## config.mk

```make
export PLATFORM = sky130hd
export DESIGN_NAME = sw_ctrlr_xn
export DESIGN_NICKNAME = d
export VERILOG_FILES = /design/src/rtl/sw_ctrlr_xn.sv
export SDC_FILE = /design/constraint.sdc
export NUM_CORES = 1
export LEC_CHECK = 0
export BUFFER_PORTS_ARGS = -buffer_cell sky130_fd_sc_hd__buf_2
export CAP_MARGIN = 30
export CELL_PAD_IN_SITES_DETAIL_PLACEMENT = 2
export CELL_PAD_IN_SITES_GLOBAL_PLACEMENT = 2
export CORE_MARGIN = 8
export CORE_UTILIZATION = 39
export DETAILED_ROUTE_END_ITERATION = 6
export PLACE_DENSITY_LB_ADDON = 0.05
export SYNTH_ARGS = -nofsm -noshare
export SYNTH_HDL_FRONTEND = slang
export SYNTH_SLANG_ARGS = --single-unit
export TNS_END_PERCENT = 20
```

## constraint.sdc

```tcl
create_clock -name aclk -period 4.3 [get_ports aclk]
set_input_delay 0.645 -clock aclk [delete_from_list [all_inputs] [get_ports aclk]]
set_output_delay 0.645 -clock aclk [all_outputs]
set_load 0.02 [all_outputs]
```

## src/rtl/sw_ctrlr_xn.sv

```systemverilog
// N-channel switch controller: synchronise, debounce and edge-detect
// switch pins; keeps sticky event/overrun flags and drives one IRQ.
module sw_ctrlr_xn #(
  parameter int N_CH            = 4,
  parameter int SYNC_STAGES     = 2,
  parameter int DEBOUNCE_CYCLES = 1000000,
  parameter bit IRQ_PULSE       = 1'b0
) (
  input  logic            aclk,
  input  logic            areset,
  input  logic            enable_irq,
  input  logic [N_CH-1:0] sw_mask,
  input  logic [N_CH-1:0] edge_rise_en,
  input  logic [N_CH-1:0] edge_fall_en,
  input  logic [N_CH-1:0] sw_event_ack,
  output logic [N_CH-1:0] sw_event,
  output logic [N_CH-1:0] sw_overrun,
  output logic [N_CH-1:0] sw_state,
  output logic            irq,
  input  logic [N_CH-1:0] SW
);

  localparam int CW = $clog2(DEBOUNCE_CYCLES + 1);
  localparam logic [CW-1:0] CNT_LAST = CW'(DEBOUNCE_CYCLES - 1);
  localparam logic [CW-1:0] CNT_ONE  = CW'(1);

  logic [SYNC_STAGES-1:0][N_CH-1:0] sync_q;
  logic [N_CH-1:0]                  sync;
  logic [N_CH-1:0][CW-1:0]          cnt_q;
  logic [N_CH-1:0]                  state_q;
  logic [N_CH-1:0]                  state_d_q;
  logic [N_CH-1:0]                  ev_q;
  logic [N_CH-1:0]                  ev_d_q;
  logic [N_CH-1:0]                  ov_q;
  logic                             irq_q;
  logic [N_CH-1:0]                  rise;
  logic [N_CH-1:0]                  fall;
  logic [N_CH-1:0]                  cap;
  logic [N_CH-1:0]                  ev_nxt;
  logic [N_CH-1:0]                  ov_nxt;
  logic                             irq_nxt;

  assign sync = sync_q[SYNC_STAGES-1];

  // Synchroniser chain for the raw pins
  always_ff @(posedge aclk or posedge areset) begin
    if (areset) begin
      sync_q <= '0;
    end else begin
      sync_q <= {sync_q[SYNC_STAGES-2:0], SW};
    end
  end

  // Debounce: accept a new level once it has persisted long enough
  always_ff @(posedge aclk or posedge areset) begin
    if (areset) begin
      cnt_q   <= '0;
      state_q <= '0;
    end else begin
      for (int i = 0; i < N_CH; i++) begin
        if (sync[i] == state_q[i]) begin
          cnt_q[i] <= '0;
        end else if (cnt_q[i] == CNT_LAST) begin
          state_q[i] <= sync[i];
          cnt_q[i]   <= '0;
        end else begin
          cnt_q[i] <= cnt_q[i] + CNT_ONE;
        end
      end
    end
  end

  // Edge qualification against the previous debounced level
  always_comb begin
    rise = state_q & ~state_d_q & edge_rise_en & ~sw_mask;
    fall = ~state_q & state_d_q & edge_fall_en & ~sw_mask;
    cap  = rise | fall;
  end

  // Sticky flag update; a fresh edge wins over a same-cycle ack
  always_comb begin
    ev_nxt = cap | (ev_q & ~sw_event_ack);
    ov_nxt = ~sw_event_ack & (ov_q | (cap & ev_q));
  end

  // Interrupt: level of pending flags, or one pulse per new flag set
  always_comb begin
    irq_nxt = 1'b0;
    if (IRQ_PULSE) begin
      irq_nxt = enable_irq & |(ev_q & ~ev_d_q);
    end else begin
      irq_nxt = enable_irq & |ev_q;
    end
  end

  // Flag, history and interrupt registers
  always_ff @(posedge aclk or posedge areset) begin
    if (areset) begin
      state_d_q <= '0;
      ev_q      <= '0;
      ev_d_q    <= '0;
      ov_q      <= '0;
      irq_q     <= 1'b0;
    end else begin
      state_d_q <= state_q;
      ev_q      <= ev_nxt;
      ev_d_q    <= ev_q;
      ov_q      <= ov_nxt;
      irq_q     <= irq_nxt;
    end
  end

  assign sw_event   = ev_q;
  assign sw_overrun = ov_q;
  assign sw_state   = state_q;
  assign irq        = irq_q;

endmodule

```

# --- Word-level counts from Yosys, hierarchy flattened ---
# Index checks and enable logic that the tools add are counted.
word_totals:
  in_bits: 23
  elab_cells: 60
  ff_bits: 105
op_classes:
  n_mux: 8
  reduce_logical: 5
  add_sub_neg: 4
  bitwise: 21
  eq_ne: 8
ops:
  columns: ["cell", "count"]
  rows:
  - ["2-to-1 mux 20 bit", 8]
  - ["adder 20 x 1 -> 20 bit (second input constant)", 4]
  - ["== test 20 bit (second input constant)", 4]
  - ["bitwise AND 4 bit", 9]
  - ["NOT 4 bit", 4]
  - ["bitwise OR 4 bit", 3]
  - ["AND reduction 2 bit", 4]
  - ["== test 1 bit", 4]
  - ["NOT 1 bit", 4]
  - ["OR reduction 4 bit", 1]
  - ["bitwise AND 1 bit", 1]

# --- Logic depth before layout (Yosys ltp) ---
# Gate-level depths: netlist (run 1).
logic_depth:
  depth_word: 8
  mapped_depth: 6

# --- Worst setup path before layout (run 1) ---
# No wires, ideal clock.
synth_path:
  path_type: "reg2reg"
  startpoint: "register cnt_q[60] (netlist bit)"
  endpoint: "register cnt_q[78] (netlist bit)"
  setup_ns: 0.073
  setup_slack_ns: 2.322
  t_arrival_ns: 1.905
  synth_period_minus_slack_ns: 1.978
  path_stages_with_launch: 7
  n_path_buf: 1
  path_cell_list: "dfrtp_1 > ha_1 > nand2_1 > or4_1 > buf_2 > or4_4 > a21oi_2"
synth_via:
  elab_chain_len: 3
  word_cells_on_any_way: 4
  cone_classes: "1 x add/sub; 1 x eq/ne; 2 x mux"
synth_rtl:
  columns: ["element", "line_no", "source"]
  rows:
  - ["from (decl)", "29", "logic [N_CH-1:0][CW-1:0] cnt_q;"]
  - ["from (signal, indexed assignment)", "67", "cnt_q[i] <= cnt_q[i] + CNT_ONE;"]
  - ["adder 20 x 1 -> 20 bit / == test 20 bit (equally long branches)", "67, 63", null]
  - ["2-to-1 mux 20 bit (*)", "63", "end else if (cnt_q[i] == CNT_LAST) begin"]
  - ["2-to-1 mux 20 bit (*)", "61", "if (sync[i] == state_q[i]) begin"]
# Mark *: on every way between the ends. The rest lies on a longest branch, timed or not.
# A chain may end at the register's enable or synchronous reset.

# --- Final worst setup path (run 1) ---
layout_path:
  startpoint: "register cnt_q[16] (netlist bit)"
  endpoint: "register cnt_q[5] (netlist bit)"
layout_via:
  elab_chain_len: 3
layout_rtl:
  columns: ["element", "line_no"]
  rows:
  - ["== test 20 bit", "63"]
  - ["2-to-1 mux 20 bit", "63"]
  - ["2-to-1 mux 20 bit", "61"]
# No other way between the ends.

==> results of run 1 <==
layout make-up:
cell class	count	area, sq um
fill	1378	6822
sequential	105	2628
multi-input combinational	339	2135
clock buffer	11	242.7
tap	172	215.2
timing repair buffer	39	205.2
inverter	23	88.84
clock inverter	5	78.83
flip-flops by register name, summed over array words and instances (netlist names):
register    flops
sync_q          4
sw_overrun      4
sw_event        4
cnt_q          80
state_d_q       4
sw_state        4
irq             1
sync            4
how the worst max path moves through the flow:
stage | cells past startpoint | endpoint | start | slack (ns)
after global placement | 4 | cnt_q[63]$_DFF_PP0_ | cnt_q[75]$_DFF_PP0_ | 2.13
after detailed placement | 5 | cnt_q[6]$_DFF_PP0_ | cnt_q[16]$_DFF_PP0_ | 2.03
final | 5 | cnt_q[5]$_DFF_PP0_ | cnt_q[16]$_DFF_PP0_ | 2.05
after global routing | 6 | cnt_q[5]$_DFF_PP0_ | cnt_q[0]$_DFF_PP0_ | 1.86
after floorplan | 1 | cnt_q[0]$_DFF_PP0_ | areset | 0.89
after CTS | 5 | cnt_q[5]$_DFF_PP0_ | cnt_q[16]$_DFF_PP0_ | 2.02
where the power goes:
| group | switching (mW) | internal, mW | leakage [nW] |
|---|---|---|---|
| registers | 0.0132 | 1.00 | 1.44 |
| logic | 0.0462 | 0.0208 | 0.759 |
| clock network | 0.369 | 0.526 | 0.159 |
kinds of logic (layout without fill, tap and decap cells):
kind of cell             after synthesis  count (layout)  synth area share (%)
buffers and inverters                 31              78                 2.662
flip-flops                           105             105                 53.76
multiplexers                           6               6                 1.331
AND/OR/NAND/NOR                      220             220                 24.42
adder cells (fa/ha/maj)                4               4                 1.024
AO/OA/AOI/OAI                         52              52                 6.580
XOR/XNOR                              57              57                 10.22
synthesized netlist by cell type, drive strengths merged (2+ instances only):
cell	count	area (sq um)
nor4	14	87.58
o31ai	5	51.30
and4	5	43.79
nor4b	4	35.03
or4b	5	50.05
nand2	19	71.32
mux2	4	45.04
o21ai	15	86.33
ha	4	50.05
or3	10	66.31
buf	6	36.28
mux2i	2	20.02
a21o	4	30.03
xnor2	32	280.3
nand4	18	118.9
nor3	14	70.07
nand3b	8	60.06
a21oi	26	133.9
inv	23	86.33
or4	10	82.58
xor2	25	219.0
nor2	69	259.0
and3	5	32.53
clkbuf	2	7.510
nand3	31	160.1
and2	5	31.28
dfrtp	105	2628
per-stage QoR:
step / std cells / instance area (sq um)
after floorplan: 475 / 4887
after detailed placement: 678 / 5271
after global routing: 694 / 5593
after global placement: 678 / 5271
final: 694 / 5593
after CTS: 694 / 5593
per-layer routing:
metal | global-route usage, % | up-vias | wire, microns
li1 | - | 1752 | -
met1 | 18.45 | 1848 | 5228
met2 | 28.59 | 28 | 6217
met3 | 4.617 | 9 | 350
met4 | 3.776 | 0 | 103
met5 | 0 | - | 0
critical path, stage by stage, from the launching register on:
cell     delay, ns
dfrtp_1       0.42
nand3_1       0.12
or4b_2        0.68
o31ai_2       0.54
buf_4         0.31
nor2_1        0.07
==> results.md, run 1 <==
* Kind of critical path: reg2reg
* Clock sinks at 105
* Gr ovfl total at 0
* Fin crit share at 52.37%
* Most common cell after layout, fill and taps aside: dfrtp_1
* Hold path cells at 0
* Worst slew margin at 44.49%
* Highest-count cells in the layout ignoring fill and taps: 105 x dfrtp_1, 69 x nor2_1, 35 x buf_2
* Antenna diodes at 0
* Endpoint, Worst Hold: sync[0]$_DFF_PP0_
* Worst r2r src: cnt_q[16]$_DFF_PP0_
* Unrepaired setup endpoints after global routing: no
* Via count at 3637
* Req. time, crit path at 4.55 ns
* Post-CTS Resized at 0
* Total Routing Usage GR at 16.02%
* Setup crit start kind: flop
* DIE AREA at 16370 sq um
* Top FF cell, synth: dfrtp_1
* Initial antenna violation count at 0
* CTS buffer count at 9
* Initial Util at 39.37%
* Worst-Margin Slew at 0.8327 ns
* F_max at 444.1 MHz
* Status: finished clean
* Fin worst setup slack at 2.048 ns
* Mapped Cells at 475
* Final Max Slew Viols at 0
* Fin Setup TNS at 0 ns
* Post-route ant nets at 0
* Input/output buffers at 35
* Cell area after synthesis at 4887 sq um
* # rows at 41
* HPWL Detailed at 8482 microns
* Post-CTS Hold Buffers at 0
* Core area at 12410 sq um
* Vias/cell at 5.241
* DRT iter0 DRCs at 136
* Final hold vios at 0
* Worst-path maximum fanout at 13
* Post-Syn Nets at 502
* Final #Nets at 544
* Reg2Reg Setup Slack at 2.05 ns
* Die span in x at 127.9 microns
* Max_cap viols at 0
* Routability cong. at 0.7399
* Clock Latency Late Sink at 0.35 ns
* Worst Hold Launch: sync_q[0]$_DFF_PP0_
* Hold Path Class: reg2reg
* Distinct cell type count after synthesis at 43
* WL final at 11900 microns
* Hold_ws at 0.3613 ns
* FF+latch count, synth at 105
* Worst Reg-to-Reg Cells at 5
* Reg2reg end: cnt_q[5]$_DFF_PP0_
* Clock root buffer: clkbuf_16
* CTS tree: done
* Avg Inst Size Synth at 10.29 sq um
* Drt drc at 0
* Critical path capture point type: flop
* Max H-tree Level at 3
* First-pass GRT wire length at 20990 microns
* DR pass1 iterations at 4
* P_leak at 2.358 nW
* WL per Instance at 17.15 microns
* Maximum root-to-sink buffer count at 2
* Final setup fails at 0
* Io pins at 36
* Fin util at 45.05%
* Layout cells sized above 1 at 13.98%
* Vias in the first global route at 4192
* Yosys warns at 0
* Worst Skew at 0.007020 ns
* Largest net degree at the start of global routing at 62
* Clock slew at reported path FFs at 0.07 ns
* Synth async-reset ratio at 100.0%
* VDD IR max at 0.2658 mV
* Crit path arrival time at 2.50 ns
* Setup bufs post-CTS at 0
* Total power at 1.974 mW
* Fin crit period at 2.252 ns
* Die height at 127.9 microns
* Seq/Total Area, Yosys at 53.76%
* Pwr dens at 353.0 nW/um^2
* Number of flops mapped to enable cells by yosys at 0
* Pre-CTS setup slack at 2.028 ns
* Synth-to-layout area growth at 14.44%
Note: power is estimated with default switching activity, not from simulation.
==> inputs of run 2 (changes only) <==
==> constraint.sdc (replaced) <==
create_clock -name aclk -period 2.2 [get_ports aclk]
set_input_delay 0.33 -clock aclk [delete_from_list [all_inputs] [get_ports aclk]]
set_output_delay 0.33 -clock aclk [all_outputs]
set_load 0.02 [all_outputs]
==> run 2 against run 1 <==
  * Clock-buffer cell count down 1
  * Maximum frequency grew 8.9%
  * Die area stayed put
  * Final cell count grew 1.9%
  * Critical path depth decreased by 1
  * Register-to-register slack worse by 1.9 ns
  * Total power grew 110%
  * First-iteration DRC count fell by 2.9%
  * Sequential share of layout area decreased by 1.5 points
  * Cell area is 3.2% higher
==> results.md, run 2 (synthesis results as in run 1) <==
* Fin worst setup slack at 0.1314 ns (was 2.048 ns)
* Post-DP Area at 5403 sq um (was 5271 sq um)
* Core area at 12410 sq um (unchanged)
* Fin crit period at 2.069 ns (was 2.252 ns)
* Most used cell, CP: or4_1
* Clock root buffer: clkbuf_16 (unchanged)
* Initial antenna violation count at 0 (unchanged)
* Largest net degree at the start of global routing at 47 (was 62)
* Fin Setup TNS at 0 ns (unchanged)
* CP max stage cell: or4_1 (was or4b_2)
* Vias/cell at 5.297 (was 5.241)
* Via count at 3745 (was 3637)
* Pre-CTS setup slack at 0.05336 ns (was 2.028 ns)
* Unrepaired setup endpoints after global routing: no (unchanged)
* Crit path arrival time at 2.34 ns (was 2.50 ns)
* CP cell instances: nand3_2 > or4_1 > or4_1 > a21oi_1 (was nand3_1 > or4b_2 > o31ai_2 > buf_4 > nor2_1)
* CTS tree: done (unchanged)
* Largest register by flop count: cnt_q (unchanged)
* Io pins at 36 (unchanged)
* P_leak at 2.446 nW (was 2.358 nW)
* Antenna diodes at 0 (unchanged)
* F_max at 483.4 MHz (was 444.1 MHz)
* Critical path capture point type: flop (unchanged)
* Post-CTS Hold Buffers at 0 (unchanged)
* Worst-Margin Slew at 0.6026 ns (was 0.8327 ns)
* Top delay family on crit path: simple AND/OR/NAND/NOR gates (unchanged)
* Routability cong. at 0.7408 (was 0.7399)
* Total power at 4.085 mW (was 1.974 mW)
* Layout cells sized above 1 at 16.45% (was 13.98%)
* Die height at 127.9 microns (unchanged)
* Status: finished clean (unchanged)
* Worst Skew at 0.006441 ns (was 0.007020 ns)
* Max_cap viols at 0 (unchanged)
* Worst r2r src: cnt_q[62]$_DFF_PP0_ (was cnt_q[16]$_DFF_PP0_)
* Post-CTS Resized at 0 (unchanged)
* Initial Util at 39.37% (unchanged)
* Sequential cell area at 2628 sq um (unchanged)
* Placed cells at 692 (was 678)
* CTS buffer count at 9 (unchanged)
* Input/output buffers at 35 (unchanged)
* WL per Instance at 16.92 microns (was 17.15 microns)
* Clock sinks at 105 (unchanged)
* Total Routing Usage GR at 16.13% (was 16.02%)
* Most common cell after layout, fill and taps aside: dfrtp_1 (unchanged)
* Clock slew at reported path FFs at 0.07 ns (about the same)
* Max H-tree Level at 3 (unchanged)
* Synth-to-layout area growth at 18.13% (was 14.44%)
* Largest register FFs at 80 (unchanged)
* Maximum root-to-sink buffer count at 2 (unchanged)
* Drt drc at 0 (unchanged)
* Final #Nets at 558 (was 544)
* Gr ovfl total at 0 (unchanged)
* Final hold vios at 0 (unchanged)
* Hold Path Class: in2async (was reg2reg)
* Vias in the first global route at 4333 (was 4192)
* DIE AREA at 16370 sq um (unchanged)
* DR pass1 iterations at 4 (unchanged)
* Post-route cell area at 5773 sq um (was 5593 sq um)
* Clock Latency Late Sink at 0.35 ns (about the same)
* Worst-path maximum fanout at 9 (was 13)
* VDD IR max at 0.4758 mV (was 0.2658 mV)
* Die span in x at 127.9 microns (unchanged)
* Worst slew margin at 59.46% (was 44.49%)
* First-pass GRT wire length at 21210 microns (was 20990 microns)
* CP max stage delay at 0.73 ns (was 0.68 ns)
* Final setup fails at 0 (unchanged)
* Setup crit start kind: flop (unchanged)
* Highest-count cells in the layout ignoring fill and taps: 105 x dfrtp_1, 69 x nor2_1, 35 x buf_2 (unchanged)
* Final Max Slew Viols at 0 (unchanged)
* Non-filler instance count after layout at 707 (was 694)
* Worst Reg-to-Reg Cells at 4 (was 5)
* Reg2Reg Setup Slack at 0.13 ns (was 2.05 ns)
* HPWL Detailed at 8773 microns (was 8482 microns)
* Layout fillers at 1347 (was 1378)
* Fin crit share at 94.03% (was 52.37%)
* Req. time, crit path at 2.47 ns (was 4.55 ns)
* Reg2reg end: cnt_q[77]$_DFF_PP0_ (was cnt_q[5]$_DFF_PP0_)
* Post-route ant nets at 0 (unchanged)
* # rows at 41 (unchanged)
* Worst path bufs/invs at 0 (was 1)
* DRT iter0 DRCs at 132 (was 136)
* Setup bufs post-CTS at 0 (unchanged)
* Hold_ws at 0.03602 ns (was 0.3613 ns)
* Fin util at 46.50% (was 45.05%)
* Multi-input logic area at 2138 sq um (was 2135 sq um)
* WL final at 11960 microns (was 11900 microns)
* Pwr dens at 707.5 nW/um^2 (was 353.0 nW/um^2)
* Kind of critical path: reg2reg (unchanged)
run 2: changes by cell type in the layout (fill, tap and decap cells not counted), moves of 2 or more:
cell,before,now
buf_12,0,2
buf_4,4,16
bufinv_16,2,4
clkinv_2,2,0
clkinvlp_4,0,2
run 2: how the worst max path moves through the flow:
stage | to | from | depth (start not counted)
floorplan | cnt_q[78]$_DFF_PP0_ | cnt_q[60]$_DFF_PP0_ | 6
global placement | cnt_q[78]$_DFF_PP0_ | cnt_q[60]$_DFF_PP0_ | 5
detailed placement | cnt_q[78]$_DFF_PP0_ | cnt_q[60]$_DFF_PP0_ | 5
CTS | cnt_q[78]$_DFF_PP0_ | cnt_q[60]$_DFF_PP0_ | 5
global route | cnt_q[77]$_DFF_PP0_ | cnt_q[62]$_DFF_PP0_ | 4
finish | cnt_q[77]$_DFF_PP0_ | cnt_q[62]$_DFF_PP0_ | 4
run 2: report_power, final:
group | internal, mW | switching (mW) | leakage, nW
sequential | 1.95 | 0.0266 | 1.44
clock | 1.25 | 0.706 | 0.175
combinational | 0.0535 | 0.0922 | 0.833
run 2: area by class of cell:
type,instances,area share [%]
Inverter,23,1.560
Multi-Input combinational cell,339,37.04
Timing Repair Buffer,53,5.808
Clock buffer,10,4.140
Sequential cell,105,45.51
Clock inverter,5,2.211
Tap cell,172,3.728
run 2: per-layer routing:
layer	global-route usage (%)	up-vias	share of wire, %
met5	0	-	0
li1	-	1774	-
met3	3.619	11	2.3
met2	29.06	28	53
met1	18.65	1932	43
met4	4.755	0	1.2
